[src/rtl/regfile_wb_ctrl.sv]
// Register-file writeback controller: arbitrates in-order ALU writes against a small
// long-latency (LSU) writeback FIFO. Optional pending-register scoreboard via WB_SCOREBOARD_EN.
module regfile_wb_ctrl #(
  parameter int REG_NUM    = 32,
  parameter int FIFO_DEPTH = 2
) (
  input  logic        cpu_clk_50M,
  input  logic        cpu_rst,
  input  logic        alu_valid,
  input  logic [4:0]  alu_wa,
  input  logic [31:0] alu_wd,
  input  logic        lsu_valid,
  input  logic [4:0]  lsu_wa,
  input  logic [31:0] lsu_wd,
  output logic        lsu_ready,
  output logic        stall_req,
  input  logic        iss_valid,
  input  logic [4:0]  iss_wa,
  input  logic [4:0]  ra1,
  input  logic [4:0]  ra2,
  output logic        busy1,
  output logic        busy2,
  output logic        we,
  output logic [4:0]  wa,
  output logic [31:0] wd
);

  localparam int          PW       = $clog2(FIFO_DEPTH);
  localparam logic [PW:0] FULL_CNT = (PW+1)'(FIFO_DEPTH);

  logic [4:0]    fifo_wa_q [FIFO_DEPTH];
  logic [31:0]   fifo_wd_q [FIFO_DEPTH];
  logic [PW-1:0] wr_ptr_q, wr_ptr_d;
  logic [PW-1:0] rd_ptr_q, rd_ptr_d;
  logic [PW:0]   count_q, count_d;
  logic          we_q, we_d;
  logic          lsu_src_q, lsu_src_d;
  logic [4:0]    wa_q, wa_d;
  logic [31:0]   wd_q, wd_d;
  logic          full, empty, push, pop, alu_wr;

  assign full      = (count_q == FULL_CNT);
  assign empty     = (count_q == '0);
  // Ready/stall look at pre-pop occupancy, so a full FIFO never pushes even while popping.
  assign lsu_ready = !cpu_rst && !full;
  assign stall_req = !cpu_rst && full;
  assign push      = lsu_valid && lsu_ready && (lsu_wa != 5'd0);
  assign alu_wr    = alu_valid && (alu_wa != 5'd0);
  assign pop       = !alu_wr && !empty;

  always_comb begin
    wr_ptr_d  = wr_ptr_q;
    rd_ptr_d  = rd_ptr_q;
    count_d   = count_q;
    we_d      = 1'b0;
    lsu_src_d = 1'b0;
    wa_d      = wa_q;
    wd_d      = wd_q;
    if (push) wr_ptr_d = wr_ptr_q + 1'b1;
    if (pop)  rd_ptr_d = rd_ptr_q + 1'b1;
    case ({push, pop})
      2'b10:   count_d = count_q + 1'b1;
      2'b01:   count_d = count_q - 1'b1;
      default: count_d = count_q;
    endcase
    if (alu_wr) begin
      we_d = 1'b1;
      wa_d = alu_wa;
      wd_d = alu_wd;
    end else if (pop) begin
      we_d      = 1'b1;
      lsu_src_d = 1'b1;
      wa_d      = fifo_wa_q[rd_ptr_q];
      wd_d      = fifo_wd_q[rd_ptr_q];
    end
  end

  always_ff @(posedge cpu_clk_50M) begin
    if (cpu_rst) begin
      wr_ptr_q  <= '0;
      rd_ptr_q  <= '0;
      count_q   <= '0;
      we_q      <= 1'b0;
      lsu_src_q <= 1'b0;
      wa_q      <= '0;
      wd_q      <= '0;
    end else begin
      wr_ptr_q  <= wr_ptr_d;
      rd_ptr_q  <= rd_ptr_d;
      count_q   <= count_d;
      we_q      <= we_d;
      lsu_src_q <= lsu_src_d;
      wa_q      <= wa_d;
      wd_q      <= wd_d;
    end
  end

  // Storage needs no reset: entries are only read while count_q says they are valid.
  always_ff @(posedge cpu_clk_50M) begin
    if (push) begin
      fifo_wa_q[wr_ptr_q] <= lsu_wa;
      fifo_wd_q[wr_ptr_q] <= lsu_wd;
    end
  end

  assign we = we_q;
  assign wa = wa_q;
  assign wd = wd_q;

`ifdef WB_SCOREBOARD_EN
  logic [REG_NUM-1:0] pend_q, pend_d;

  // Clear lands once the LSU write is on the output; a same-cycle issue re-sets the bit.
  always_comb begin
    pend_d = pend_q;
    if (we_q && lsu_src_q) pend_d[wa_q] = 1'b0;
    if (iss_valid && (iss_wa != 5'd0)) pend_d[iss_wa] = 1'b1;
  end

  always_ff @(posedge cpu_clk_50M) begin
    if (cpu_rst) pend_q <= '0;
    else         pend_q <= pend_d;
  end

  assign busy1 = !cpu_rst && pend_q[ra1];
  assign busy2 = !cpu_rst && pend_q[ra2];
`else
  logic unused_sb;
  assign unused_sb = ^{iss_valid, iss_wa, ra1, ra2, lsu_src_q};
  assign busy1     = 1'b0;
  assign busy2     = 1'b0;
`endif

endmodule

[config.mk]
export PLATFORM = sky130hd
export DESIGN_NAME = regfile_wb_ctrl
export DESIGN_NICKNAME = d
export VERILOG_FILES = /design/src/rtl/regfile_wb_ctrl.sv
export SDC_FILE = /design/constraint.sdc
export NUM_CORES = 1
export LEC_CHECK = 0
export CORE_MARGIN = 8
export CORE_UTILIZATION = 40
export DETAILED_ROUTE_END_ITERATION = 16
export GPL_ROUTABILITY_DRIVEN = 0
export PLACE_DENSITY = 0.7
export SLEW_MARGIN = 0
export SYNTH_ARGS = -nofsm -noshare
export SYNTH_HDL_FRONTEND = slang
export SYNTH_SLANG_ARGS = --single-unit
[constraint.sdc]
create_clock -name cpu_clk_50M -period 5.45 [get_ports cpu_clk_50M]
set_input_delay 0.545 -clock cpu_clk_50M [delete_from_list [all_inputs] [get_ports cpu_clk_50M]]
set_output_delay 0.545 -clock cpu_clk_50M [all_outputs]
set_load 0.03 [all_outputs]
**After elaboration in Yosys (flattened, before gate mapping)**

Memories as Yosys holds them, arrays and structs flattened. A register that Yosys moved wholly into a read port is not among the register bits.
Index checks and enable logic that the tools add are counted.

- Bits in registers: 42
- Memory bits (writable): 74
- Output and inout port bits: 42
- Word-level logic and storage cells: 43
- Memories: 2

- Add/subtract/negate cells: 4
- Equal/unequal tests: 3
- Muxes and demuxes: 13
- Reduce and logical (&&, ||, !) cells: 15

Memories:

| memory | words | bits a word | read ports | clocked after Yosys merged registers in | write ports | RTL line | source |
|---|---|---|---|---|---|---|---|
| fifo_wd_q | 2 | 32 | 1 | 1 | 1 | 32 | `logic [31:0] fifo_wd_q [FIFO_DEPTH];` |
| fifo_wa_q | 2 | 5 | 1 | 1 | 1 | 31 | `logic [4:0] fifo_wa_q [FIFO_DEPTH];` |

Operators by type and width:

| kind | number |
|---|---|
| $mux W32 | 2 |
| $mux W5 | 2 |
| $reduce_bool A5 Y1 | 2 |
| $mux W1 | 8 |
| $logic_and A1 B1 Y1 | 6 |
| $eq A2 B2 Y1 const B | 2 |
| $logic_not A1 Y1 | 4 |
| $pmux W2 S2 | 1 |
| $reduce_bool A2 Y1 | 2 |
| $add A1 B1 Y1 const B | 2 |
| $add A2 B1 Y2 const B | 1 |
| $eq A2 B1 Y1 const B | 1 |
| $logic_not A2 Y1 | 1 |
| $sub A2 B1 Y2 const B | 1 |

**Depth between registers and ports, before layout**

- Word-level depth: 7
- Gate-level depth with buffers: 9

**Least setup slack after synthesis**

Ideal clock, no wire load.

- Kind: input -> register
- From: in cpu_rst
- To: mem fifo_wa_q[0][0] (enable)
- Library setup time: 0.431 ns
- Arrival time: 3.176 ns
- Data required time: 5.019 ns
- Path slack: 1.842 ns
- Stages on the path: 4
- Cell sequence: clkbuf_1 > a21oi_1 > o211ai_1 > nor2_1

- Cells in the longest elaborated chain, start to end: 6

Ends and longest elaborated chain:

| element | RTL line | source |
|---|---|---|
| from (decl) | 8 | `input logic cpu_rst,` |
| $logic_not A1 Y1 | 45 | `assign lsu_ready = !cpu_rst && !full;` |
| $logic_and A1 B1 Y1 | 45 |  |
| net lsu_ready | 15 | `output logic lsu_ready,` |
| $logic_and A1 B1 Y1 (2 in series) | 47 | `assign push = lsu_valid && lsu_ready && (lsu_wa != 5'd0);` |
| $mux W1 | 100 | `if (push) begin` |
| $mux W1 (implied by the code) | 101 | `fifo_wa_q[wr_ptr_q] <= lsu_wa;` |
| to (decl) | 31 |  |

The timed path passes the listed nets, and every way through them passes these cells.

**Worst setup path after layout**

- From: in lsu_wa[0]
- To: reg count_q[1]

- Cells in the longest elaborated chain, start to end: 4
- Elaborated cells between the ends (all ways): 6
- Classes of those cells: eq/ne (2); mux (1); reduce/logical (3)

Ends and longest elaborated chain:

| element | RTL line | source |
|---|---|---|
| from (decl) | 13 | `input logic [4:0] lsu_wa,` |
| $reduce_bool A5 Y1 * | 47 |  |
| $logic_and A1 B1 Y1 * | 47 |  |
| $eq A2 B1 Y1 / $eq A2 B2 Y1 (equally long branches) | 61 | `case ({push, pop})` |
| $pmux W2 S2 / $reduce_bool A2 Y1 (equally long branches) | - |  |
| to (signal assigned) | 90 | `count_q <= count_d;` |
| to (decl) | 35 | `logic [PW:0] count_q, count_d;` |

Every way passes the cells marked *; elsewhere a longest branch is shown, timed or not.
A chain may end at the register's enable or synchronous reset.

==> metrics.md <==
| Metric | Value |
|---|---|
| Outcome | finished clean |
| Yosys Warn Count | 0 |
| Post-synthesis register bit count | 117 |
| Place WS | roughly 2.3 ns |
| Final core occ | roughly three fifths |
| DR vias/cell | between 5 and 6 |
| Share of the synthesized area in the top cell type | 49.4% |
| WL final | between 10000 and 15000 um |
| Routed via count | between 3000 and 4000 |
| Detailed Routing Iterations Pass 1 | 4 |
| CP peak stage delay | 0.56 ns |
| Share of cells above drive strength 1 | a little under 8% |
| Crit. End Element | register |
| Clock Path Buffers | 2 |
| DRC | 0 |
| Final Hold Fails | 0 |
| Post-DP Area | approximately 0.0058 mm2 |
| Cell area after synthesis | 0.00450 mm2 |
| Mapped Cells | between 300 and 400 |
| Ports | about 140 |
| Post-CTS Setup Bufs | 0 |
| Grt ovf | 0 |
| Leak | approximately 2.1 nW |
| Antenna diodes | 0 |
| Worst-path cell chain | clkdlybuf4s50_1 -> or4_1 -> o211ai_1 -> ha_1 -> or3_1 -> a21oi_1 |
| Initial DRC count | around 130 |
| Area leader, netlist | edfxtp_1 |
| Die area | ~0.015 mm2 |
| Hold/Removal Path Class | register to register |
| Max Clock Skew | slightly above 0.006 ns |
| Final #Nets | around 570 |
| Worst skew pair latency | around 0.40 ns |
| Tightest Pin Transition | 1.15 ns |
| Die width | roughly 120 um |
| GRT Overall Usage | 14.9% |
| Startpoint Class | primary input |
| Initial Utilization | between 40% and 50% |
| WP buf/inv | 1 |
| Area contributors post-synth | edfxtp_1, dfxtp_1, mux2i_1 |
| Max-slew violations | 0 |
| Antenna violations before repair | 0 |
| P per Cell Area | approximately 470 mW/mm2 |
| Min Hold Slack | approximately 0.51 ns |
| Worst Path Class, Setup | primary input to register |
| Dpl hpwl | around 6900 um |
| Highest-delay cell along the critical path | or4_1 |
| Max Freq | ~370 MHz |
| Root buf cell | clkbuf_16 |
| Sequential area share after synthesis | 68.5% |
| Final cell count without fillers | about 620 |
| Global-route wire length before repair | about 17000 um |
| Total CTS buffers | 17 |
| VDD IR max | about 0.00034 V |
| Cell family with most CP delay | simple AND/OR/NAND/NOR gates |
| CTS resizes | 0 |
| Vias in the first global route | approximately 3400 |
| Netlist cell types | 26 |
| Clk sinks | 117 |
| Rel. slew slack | roughly 23% |
| Largest net degree at the start of global routing | 75 |
| Clk slew on worst S/H paths | roughly 0.050 ns |
| Area Overhead vs Synth | 41.1% |
| CP max FO | 4 |
| Row cnt | 38 |
| Tmin final | about 2.7 ns |
| Max-Cap Viols | 0 |
| Port Buffers | 117 |
| RSZ-0062 raised after global routing | false |
| Endpoints failing setup | 0 |
| CP arrival | slightly above 3 ns |
| Worst EP required | approximately 5.8 ns |
| Synthesized area per cell | around 13 um2 |
| Setup WS post-layout | approximately 2.7 ns |
| DIE HEIGHT | roughly 120 um |
| ANT nets after route | 0 |
| Placed Instances | between 500 and 600 |
| CTS H-tree lvls | 4 |
| Avg WL per Cell | ~17 um |
| CTS tree | yes |
| Post-CTS Hold Buffers | 0 |
| TNS Setup | 0 ns |
| Post-route cell area | 0.00635 mm2 |
| Tcrit/Tclk final | 50.0% |
| Total core area | between 0.01 and 0.015 mm2 |
| Pwr Total | 3.00 mW |
-- cells in the final DEF, fill, tap and decap left out, types with 2 or more instances in the layout --
| cell type | count |
|---|---|
| clkdlybuf4s50_1 | 116 |
| nand2_1 | 74 |
| edfxtp_1 | 74 |
| a21oi_1 | 42 |
| dfxtp_1 | 42 |
| o211ai_1 | 38 |
| mux2i_1 | 38 |
| clkbuf_16 | 17 |
| clkinv_2 | 5 |
| clkbuf_1 | 4 |
| nor2_1 | 3 |
| bufinv_16 | 3 |
| buf_4 | 3 |
| inv_1 | 2 |
| nor2_4 | 2 |
| o21ai_0 | 2 |
| or3_1 | 2 |
| conb_1 | 2 |
| clkinvlp_4 | 2 |
-- registers in the layout, indices dropped and copies added (netlist names), named ones only --
| name | cells |
|---|---|
| count_q | 2 |
| fifo_wa_q | 10 |
| rd_ptr_q | 1 |
| wr_ptr_q | 1 |
| wd | 32 |
| wa | 5 |
| fifo_wd_q | 64 |
| we | 1 |
-- final timing paths --
path	startpoint	end	slack, ns	cells past startpoint
max	lsu_wa[0]	count_q[1]$_SDFFE_PP0P_	2.73	6
min	rd_ptr_q$_SDFFE_PP0P_	register	0.51	2
max reg2reg	count_q[0]$_SDFFE_PP0P_	fifo_wd_q[1][20]$_DFFE_PP_	3.08	4
min reg2reg	rd_ptr_q$_SDFFE_PP0P_	register	0.51	2
-- logic make-up after synthesis --
group | count (synthesis) | synth area share [%]
DFF | 117 | 68.5
and+or+nand+nor | 86 | 7.73
AOI/OAI and AO/OA | 84 | 11.5
muxes | 38 | 8.45
buffers and inverters | 29 | 3.08
xor gates and xnor gates | 2 | 0.389
adders and majority gates | 1 | 0.278
other | 1 | 0.0833
-- power breakdown --
group | switching [mW] | internal (mW) | leakage [nW]
clock | 0.367 | 0.726 | 0.284
combinational | 0.446 | 0.323 | 0.823
sequential | 0.0781 | 1.06 | 1.03
total | 0.891 | 2.11 | 2.14
-- worst reg2reg max path, stage by stage, from the launching register on --
cell and delay [ns]:
dfxtp_1 0.45, inv_1 0.07, a21oi_1 0.19, o211ai_1 0.30, nor2_4 0.94
-- synth_stat cells (all sizes together) --
library cell / count
a21oi: 42
buf: 12
clkbuf: 15
conb: 1
dfxtp: 43
edfxtp: 74
ha: 1
inv: 2
mux2i: 38
nand2: 74
nand2b: 1
nor2: 5
nor3b: 1
o211ai: 38
o21a: 1
o21ai: 3
or2: 1
or3: 2
or4: 2
xnor2: 1
xor2: 1
-- layout make-up --
class                      instances  area, um2
fill                             908       4590
sequential                       117       3080
multi-input combinational        213       1310
timing repair buffer             120       1190
clock buffer                      22        454
tap                              140        175
clock inverter                    10        130
inverter                           2       7.51
-- metal layers --
metal	GRT usage [%]	wire length, um	vias to the layer above
met2	25.6	5340	78
met4	4.87	141	0
met3	6.80	739	13
li1	-	-	1536
met5	0	0	-
met1	16.1	4570	1535
Note: power is estimated with default switching activity, not from simulation.
